--- src/rtl/ram8_arbiter_if.sv ---
`default_nettype none
// ============================================================================
//  Module      : ram8_arbiter_if
//  Description : Bundle of the two requester ports (A and B), the RAM-side
//                signals and the busy flag of ram8_arbiter.
//                slave  : arbiter view (requests in, grants/read data out,
//                         drives the RAM, receives ram_out)
//                master : environment view (requesters plus the RAM model)
//  Ports       : a_req/a_we/a_addr/a_wdata   -> port A request
//                a_gnt/a_rvalid/a_rdata      <- port A response
//                b_*                         same meaning for port B
//                ram_in/ram_address/ram_load <- RAM write side
//                ram_out                     -> RAM read data
//                busy                        <- clear sequence active
//  Revision    : 1.0 - initial release
// ============================================================================
interface ram8_arbiter_if;
    logic        a_req;
    logic        a_we;
    logic [2:0]  a_addr;
    logic [15:0] a_wdata;
    logic        a_gnt;
    logic        a_rvalid;
    logic [15:0] a_rdata;

    logic        b_req;
    logic        b_we;
    logic [2:0]  b_addr;
    logic [15:0] b_wdata;
    logic        b_gnt;
    logic        b_rvalid;
    logic [15:0] b_rdata;

    logic [15:0] ram_in;
    logic [2:0]  ram_address;
    logic        ram_load;
    logic [15:0] ram_out;

    logic        busy;

    modport slave (
        input  a_req, a_we, a_addr, a_wdata,
        input  b_req, b_we, b_addr, b_wdata,
        input  ram_out,
        output a_gnt, a_rvalid, a_rdata,
        output b_gnt, b_rvalid, b_rdata,
        output ram_in, ram_address, ram_load,
        output busy
    );

    modport master (
        output a_req, a_we, a_addr, a_wdata,
        output b_req, b_we, b_addr, b_wdata,
        output ram_out,
        input  a_gnt, a_rvalid, a_rdata,
        input  b_gnt, b_rvalid, b_rdata,
        input  ram_in, ram_address, ram_load,
        input  busy
    );
endinterface
`default_nettype wire

--- src/rtl/ram8_arbiter.sv ---
`default_nettype none
// ============================================================================
//  Module      : ram8_arbiter
//  Description : Two-port round-robin arbiter in front of an 8 x 16-bit RAM
//                with combinational read. After reset it optionally zeroes
//                all eight words (INIT_CLEAR=1) before serving requests.
//                One transfer per cycle; read data is registered per port.
//  Ports       : clk    - single clock, rising edge
//                rst_n  - asynchronous active-low reset
//                bus    - ram8_arbiter_if.slave (requester ports A/B,
//                         RAM interface, busy)
//  Revision    : 1.0 - initial release
// ============================================================================
module ram8_arbiter #(
    parameter bit INIT_CLEAR = 1'b1
) (
    input  logic          clk,
    input  logic          rst_n,
    ram8_arbiter_if.slave bus
);

    // IDLE is the state held while rst_n is low; it makes every output zero
    // and lets the first edge after release choose between INIT and RUN.
    localparam logic [1:0] c_ST_IDLE  = 2'd0;
    localparam logic [1:0] c_ST_INIT  = 2'd1;
    localparam logic [1:0] c_ST_RUN   = 2'd2;

    localparam logic       c_PTR_A    = 1'b0;
    localparam logic       c_PTR_B    = 1'b1;
    localparam logic [2:0] c_CNT_LAST = 3'd7;

    logic [1:0]  r_state;
    logic [1:0]  w_state_nxt;
    logic [2:0]  r_cnt;
    logic        r_ptr;

    logic        r_a_rvalid;
    logic        r_b_rvalid;
    logic [15:0] r_a_rdata;
    logic [15:0] r_b_rdata;

    logic        w_gnt_a;
    logic        w_gnt_b;
    logic        w_busy;
    logic        w_ram_load;
    logic [2:0]  w_ram_address;
    logic [15:0] w_ram_in;

    // ------------------------------------------------------------------
    // State register
    // ------------------------------------------------------------------
    always_ff @(posedge clk or negedge rst_n) begin
        if (!rst_n) begin
            r_state <= c_ST_IDLE;
        end else begin
            r_state <= w_state_nxt;
        end
    end

    // ------------------------------------------------------------------
    // Next-state logic
    // ------------------------------------------------------------------
    always_comb begin
        w_state_nxt = r_state;
        case (r_state)
            c_ST_IDLE: w_state_nxt = INIT_CLEAR ? c_ST_INIT : c_ST_RUN;
            c_ST_INIT: begin
                if (r_cnt == c_CNT_LAST) begin
                    w_state_nxt = c_ST_RUN;
                end
            end
            c_ST_RUN:  w_state_nxt = c_ST_RUN;
            default:   w_state_nxt = c_ST_IDLE;
        endcase
    end

    // ------------------------------------------------------------------
    // Output logic: grant decision and RAM-side multiplexing
    // ------------------------------------------------------------------
    always_comb begin
        w_gnt_a       = 1'b0;
        w_gnt_b       = 1'b0;
        w_busy        = 1'b0;
        w_ram_load    = 1'b0;
        w_ram_address = 3'd0;
        w_ram_in      = 16'd0;
        case (r_state)
            c_ST_INIT: begin
                w_busy        = 1'b1;
                w_ram_load    = 1'b1;
                w_ram_address = r_cnt;
            end
            c_ST_RUN: begin
                // A lone requester always wins; on contention ptr decides.
                w_gnt_a = bus.a_req & (~bus.b_req | (r_ptr == c_PTR_A));
                w_gnt_b = bus.b_req & (~bus.a_req | (r_ptr == c_PTR_B));
                if (w_gnt_a) begin
                    w_ram_address = bus.a_addr;
                    w_ram_in      = bus.a_wdata;
                    w_ram_load    = bus.a_we;
                end else if (w_gnt_b) begin
                    w_ram_address = bus.b_addr;
                    w_ram_in      = bus.b_wdata;
                    w_ram_load    = bus.b_we;
                end
            end
            default: ;
        endcase
    end

    // ------------------------------------------------------------------
    // Clear counter, round-robin pointer and per-port read registers
    // ------------------------------------------------------------------
    always_ff @(posedge clk or negedge rst_n) begin
        if (!rst_n) begin
            r_cnt      <= 3'd0;
            r_ptr      <= c_PTR_A;
            r_a_rvalid <= 1'b0;
            r_b_rvalid <= 1'b0;
            r_a_rdata  <= 16'd0;
            r_b_rdata  <= 16'd0;
        end else begin
            // Counter only advances in INIT; it leaves INIT exactly as it
            // wraps 7->0, so it is back at zero for any later clear.
            r_cnt <= (r_state == c_ST_INIT) ? r_cnt + 3'd1 : 3'd0;

            if (w_gnt_a) begin
                r_ptr <= c_PTR_B;
            end else if (w_gnt_b) begin
                r_ptr <= c_PTR_A;
            end

            r_a_rvalid <= w_gnt_a & ~bus.a_we;
            r_b_rvalid <= w_gnt_b & ~bus.b_we;

            if (w_gnt_a & ~bus.a_we) begin
                r_a_rdata <= bus.ram_out;
            end
            if (w_gnt_b & ~bus.b_we) begin
                r_b_rdata <= bus.ram_out;
            end
        end
    end

    assign bus.a_gnt       = w_gnt_a;
    assign bus.b_gnt       = w_gnt_b;
    assign bus.a_rvalid    = r_a_rvalid;
    assign bus.b_rvalid    = r_b_rvalid;
    assign bus.a_rdata     = r_a_rdata;
    assign bus.b_rdata     = r_b_rdata;
    assign bus.ram_in      = w_ram_in;
    assign bus.ram_address = w_ram_address;
    assign bus.ram_load    = w_ram_load;
    assign bus.busy        = w_busy;

endmodule
`default_nettype wire
--- src/flat_wrapper.sv ---
// flat-port wrapper written by rule: the top's interface ports become plain ports
module ram8_arbiter_flat 
#(
    parameter bit INIT_CLEAR = 1'b1
)
  (clk, rst_n, bus_a_req, bus_a_we, bus_a_addr, bus_a_wdata, bus_b_req, bus_b_we, bus_b_addr, bus_b_wdata, bus_ram_out, bus_a_gnt, bus_a_rvalid, bus_a_rdata, bus_b_gnt, bus_b_rvalid, bus_b_rdata, bus_ram_in, bus_ram_address, bus_ram_load, bus_busy);
  ram8_arbiter_if bus_i ();
  input  logic clk;
  input  logic rst_n;
  input wire logic [$bits(bus_i.a_req)-1:0] bus_a_req;
  input wire logic [$bits(bus_i.a_we)-1:0] bus_a_we;
  input wire logic [$bits(bus_i.a_addr)-1:0] bus_a_addr;
  input wire logic [$bits(bus_i.a_wdata)-1:0] bus_a_wdata;
  input wire logic [$bits(bus_i.b_req)-1:0] bus_b_req;
  input wire logic [$bits(bus_i.b_we)-1:0] bus_b_we;
  input wire logic [$bits(bus_i.b_addr)-1:0] bus_b_addr;
  input wire logic [$bits(bus_i.b_wdata)-1:0] bus_b_wdata;
  input wire logic [$bits(bus_i.ram_out)-1:0] bus_ram_out;
  output wire logic [$bits(bus_i.a_gnt)-1:0] bus_a_gnt;
  output wire logic [$bits(bus_i.a_rvalid)-1:0] bus_a_rvalid;
  output wire logic [$bits(bus_i.a_rdata)-1:0] bus_a_rdata;
  output wire logic [$bits(bus_i.b_gnt)-1:0] bus_b_gnt;
  output wire logic [$bits(bus_i.b_rvalid)-1:0] bus_b_rvalid;
  output wire logic [$bits(bus_i.b_rdata)-1:0] bus_b_rdata;
  output wire logic [$bits(bus_i.ram_in)-1:0] bus_ram_in;
  output wire logic [$bits(bus_i.ram_address)-1:0] bus_ram_address;
  output wire logic [$bits(bus_i.ram_load)-1:0] bus_ram_load;
  output wire logic [$bits(bus_i.busy)-1:0] bus_busy;
  assign bus_i.a_req = bus_a_req;
  assign bus_i.a_we = bus_a_we;
  assign bus_i.a_addr = bus_a_addr;
  assign bus_i.a_wdata = bus_a_wdata;
  assign bus_i.b_req = bus_b_req;
  assign bus_i.b_we = bus_b_we;
  assign bus_i.b_addr = bus_b_addr;
  assign bus_i.b_wdata = bus_b_wdata;
  assign bus_i.ram_out = bus_ram_out;
  assign bus_a_gnt = bus_i.a_gnt;
  assign bus_a_rvalid = bus_i.a_rvalid;
  assign bus_a_rdata = bus_i.a_rdata;
  assign bus_b_gnt = bus_i.b_gnt;
  assign bus_b_rvalid = bus_i.b_rvalid;
  assign bus_b_rdata = bus_i.b_rdata;
  assign bus_ram_in = bus_i.ram_in;
  assign bus_ram_address = bus_i.ram_address;
  assign bus_ram_load = bus_i.ram_load;
  assign bus_busy = bus_i.busy;
  ram8_arbiter #(.INIT_CLEAR(INIT_CLEAR)) u_core (.clk(clk), .rst_n(rst_n), .bus(bus_i));
endmodule
--- config.mk ---
export PLATFORM = sky130hd
export DESIGN_NAME = ram8_arbiter_flat
export DESIGN_NICKNAME = d
export VERILOG_FILES = /design/src/rtl/ram8_arbiter_if.sv /design/src/rtl/ram8_arbiter.sv /design/src/flat_wrapper.sv
export SDC_FILE = /design/constraint.sdc
export NUM_CORES = 1
export LEC_CHECK = 0
export ABC_AREA = 1
export BUFFER_PORTS_ARGS = -buffer_cell sky130_fd_sc_hd__buf_4
export CORE_MARGIN = 8
export CORE_UTILIZATION = 30
export DETAILED_ROUTE_END_ITERATION = 8
export PLACE_DENSITY_LB_ADDON = 0.2
export SYNTH_ARGS = -nofsm -noshare
export SYNTH_HDL_FRONTEND = slang
export SYNTH_SLANG_ARGS = --single-unit
--- constraint.sdc ---
create_clock -name clk -period 3.34 [get_ports clk]
set_input_delay 0.501 -clock clk [delete_from_list [all_inputs] [get_ports clk]]
set_output_delay 0.501 -clock clk [all_outputs]
set_load 0.02 [all_outputs]
Word-level counts from Yosys, hierarchy flattened
Index checks and enable logic that the tools add are counted.
{ "totals": {"register_bits": 40} }
{ "op_classes": {"add_sub_neg": 1, "eq_ne": 4, "muxes": 17, "bitwise": 11, "n_reduce_logical": 2} }
{ "op_table": {"columns": ["op", "count"], "rows": [
  ["$mux W16", 3],
  ["$mux W3", 3],
  ["$mux W1", 7],
  ["$pmux W2 S3", 1],
  ["$pmux W3 S2", 1],
  ["$not A1 Y1", 5],
  ["$and A1 B1 Y1", 4],
  ["$add A3 B1 Y3 const B", 1],
  ["$eq A3 B3 Y1 const B", 1],
  ["$eq A2 B1 Y1 const B", 1],
  ["$eq A2 B2 Y1 const B", 1],
  ["$logic_not A2 Y1", 1],
  ["$mux W2", 1],
  ["$ne A2 B1 Y1 const B", 1],
  ["$or A1 B1 Y1", 2],
  ["$pmux W1 S2", 1],
  ["$reduce_bool A2 Y1", 1]
]} }

Depth between registers and ports, before layout
{ "depth": {"depth_word": 6, "ltp_mapped": 9} }

Least setup slack after synthesis
OpenSTA, ideal clock, no wires.
{ "synth_timing": {"kind": "reg-to-output", "from": "register u_core.r_state[0]", "to": "output bus_ram_in[10]", "arrival_time_ps": 1448, "required_time_ps": 2839, "setup_slack_ps": 1391, "stages_incl_launch_ff": 8, "path_buffers": 1, "cell_sequence": "dfrtp_1 inv_1 ha_1 nand2_2 a21oi_4 buf_2 nand2_1 nand2_1"} }
{ "synth_between": {"elab_chain_cells": 2} }
{ "synth_rtl": {"columns": ["item", "line", "text"], "rows": [
  ["start: declaration", "ram8_arbiter.sv:32", "logic [1:0] r_state;"],
  ["start signal: assignment", "ram8_arbiter.sv:54", "r_state <= c_ST_IDLE;"],
  ["start signal: assignment", "ram8_arbiter.sv:56", "r_state <= w_state_nxt;"],
  ["$eq A2 B2 Y1", "ram8_arbiter.sv:87", "case (r_state)"],
  ["$mux W16", "ram8_arbiter.sv:87", null],
  ["end: declaration", "flat_wrapper.sv:25", "output wire logic [$bits(bus_i.ram_in)-1:0] bus_ram_in;"]
]} }
Every way passes these cells.

Final worst setup path
{ "layout_timing": {"from": "register u_core.r_state[0]", "to": "output bus_ram_in[12]"} }
The elaborated chain is that of the path after synthesis.

==> results.ini <==
[setup_path]
cp.required_ns = 2.84
crit_fanout = 19
crit_type = flip-flop to primary output
arrival_ns = 1.82
startpoint_type = flip-flop
critPathCaptureType = primary output

[floorplan]
design.core.area_mm2 = 0.006241
row_count = 29
ios = 117
die_area_mm2 = 0.009188
die_x_um = 95.86
initial_core_util_pct = 30.65
die-height_um = 95.86

[detailed_routing]
routedWlPerCell_um = 14.33
dr.first_iter.drc_count = 29
drt-vias-per-instance = 4.425
firstDrtPassIters = 5
totalWireLength_mm = 6.334
drcViolationCount = 0
vias = 1956
ant_nets = 0

[power_and_ir_drop]
powerDensity_mw_per_mm2 = 484.8
power_frac_comb_pct = 34.7
switchingPower_uw = 481.9
switching_share_pct = 33.95
seq_power_share_pct = 42.3
vdd_drop_max_mv = 0.3508
p_leak_nw = 1.766
internal_power_uw = 937.6
pwr-share-clk_pct = 23.0

[synth]
syn_inst = 247
synth_cell_types = 16
synth.area.top_cells = dfrtp_1 (52%), nand2_1 (31%), ha_1 (3.3%), nand3_1 (3.1%), inv_1 (2.6%)
synthesis.nets = 312
synth-seq-area-share_pct = 52.32
synth_area_mm2 = 0.001913
avgSynthCellArea_um2 = 7.745
yosys.area.top_type = dfrtp_1
ys.warnings.count = 0
ys_ff_latch = 40
synth_top_area_share_pct = 52.32

[cts]
post_cts_buffers = 0
clock_latency_ns = 0.28
htreeDepth = 2
cts_hold_buf = 0
cts_sinks = 40
clk_pin_slew_ns = 0.07
cts_tree = done
clk_path_buf_depth = 2
cts_buffers = 5
post_cts_resized = 0
cts_root_buf = clkbuf_8

[global_routing]
grt_pass1_wl_mm = 9.791
grt_overflow = 0
antenna_found_initial = 0
grt_usage_pct = 13.53
first_global_vias = 1921
grt_max_degree = 41

[layout]
design_area_mm2 = 0.002928
syn2layout_area_growth_pct = 53.04
layout_common_cells = nand2_1 (157), buf_4 (116), dfrtp_1 (40)
nNetsFinal = 429
antenna_cells = 0
drive_above_1_share_pct = 36.16
final_common_cell = nand2_1
fill_cells = 639
fin_cells = 442

[placed_design]
gp_congestion = 0.8058
placedInstanceArea_mm2 = 0.002838
dpl.hpwl_mm = 4.811
dp_cells = 434
numPortBuffers = 116
preCtsSetupSlack_ns = 1.307

[flow_run]
maxCapViolCount = 0

[sta]
max_freq_mhz = 430.2
tightest_slew_ns = 0.5056
fin_tns_setup_ns = 0
period_needed_ns = 2.324
rsz0062_at_grt = no
slew_violations = 0
finClkSkew_ns = 0.003689
setup_viol = 0
slew_headroom_pct = 66.22
final.setup.worst_slack_ns = 1.016
hold_viol_final = 0
fin_crit_sh_pct = 69.59

[worst_hold_path]
min_path_type = input port to asynchronous set/reset pin

[outcome]
outcome = finished clean

## worst paths after layout
path                                        start                     end  slack, ns  cells past startpoint
worst max-delay path            u_core.r_state[0]          bus_ram_in[12]       1.02                      7
worst min register to register    u_core.r_cnt[0]         u_core.r_cnt[0]       0.46                      1
worst max register to register  u_core.r_state[0]   u_core.bus.a_rdata[2]       1.38                      8
max in group asynchronous                   rst_n            u_core.r_ptr       2.80                      1
worst min-delay path                        rst_n  u_core.bus.a_rdata[15]       0.18                      1
min in group clk                   bus_ram_out[9]   u_core.bus.b_rdata[9]       0.41                      3
## Yosys cell counts, drive strengths merged
cell type / instances
a21oi: 2
clkinv: 2
or2: 1
buf: 6
nand2: 161
dfrtp: 40
inv: 14
nor2: 1
nand3: 12
o21bai: 1
ha: 5
o21ai: 2
## critical path: stages (launching register included)
cell	delay (ns)
dfrtp_1	0.38
inv_1	0.09
ha_1	0.20
nand2_2	0.09
a21oi_4	0.42
nand2_1	0.11
nand2_1	0.11
buf_4	0.15
## registers in the layout, indices dropped and copies added, names as in the netlist
| register | count |
|---|---|
| u_core.r_cnt | 3 |
| u_core.r_ptr | 1 |
| u_core.bus.a_rvalid | 1 |
| u_core.bus.b_rvalid | 1 |
| u_core.bus.a_rdata | 16 |
| u_core.bus.b_rdata | 16 |
| u_core.r_state | 2 |
## cell families (layout without fill, tap and decap cells)
logic type	count (synthesis)	in the layout	share of synthesized area, %
AO/OA/AOI/OAI	5	5	2.616
adder cells (fa/ha/maj)	5	5	3.270
buffers and inverters	22	140	5.494
flip-flops	40	40	52.32
AND/OR/NAND/NOR	175	175	36.30
## routing by layer
metal  share of wire, %  track usage (%)  up-vias
met1                 42            16.27      873
met4               0.93            3.457        0
li1                   -                -      977
met5                  0                0        -
met3                 15            6.318        5
met2                 42            21.37      101
## metrics by stage
step | hold WS, ns | utilization, % | power [mW]
after floorplan | 0.2054 | - | 0.8487
after global placement | 0.4508 | 45.47 | 1.106
after detailed placement | 0.4570 | 45.47 | 1.111
after CTS | 0.1869 | 46.91 | 1.447
after global routing | 0.2037 | 46.91 | 1.510
final | 0.1758 | 46.91 | 1.420
## area by class of cell
cell class,count,area (um^2),area share [%]
well taps,77,96.34,3.291
inverters,16,62.56,2.137
multi-input cells,185,807.0,27.56
clock buffers,8,90.09,3.077
flip-flops and latches,40,1001,34.19
repair buffers,116,870.8,29.74
## power groups by stage
stage	Combinational, mW	Clock (mW)	Sequential [mW]
final	0.492	0.327	0.600
after global routing	0.538	0.362	0.610
after CTS	0.504	0.342	0.601
after detailed placement	0.503	0	0.608
after global placement	0.499	0	0.607
after floorplan	0.156	0	0.692
Note: power is estimated with default switching activity, not from simulation.
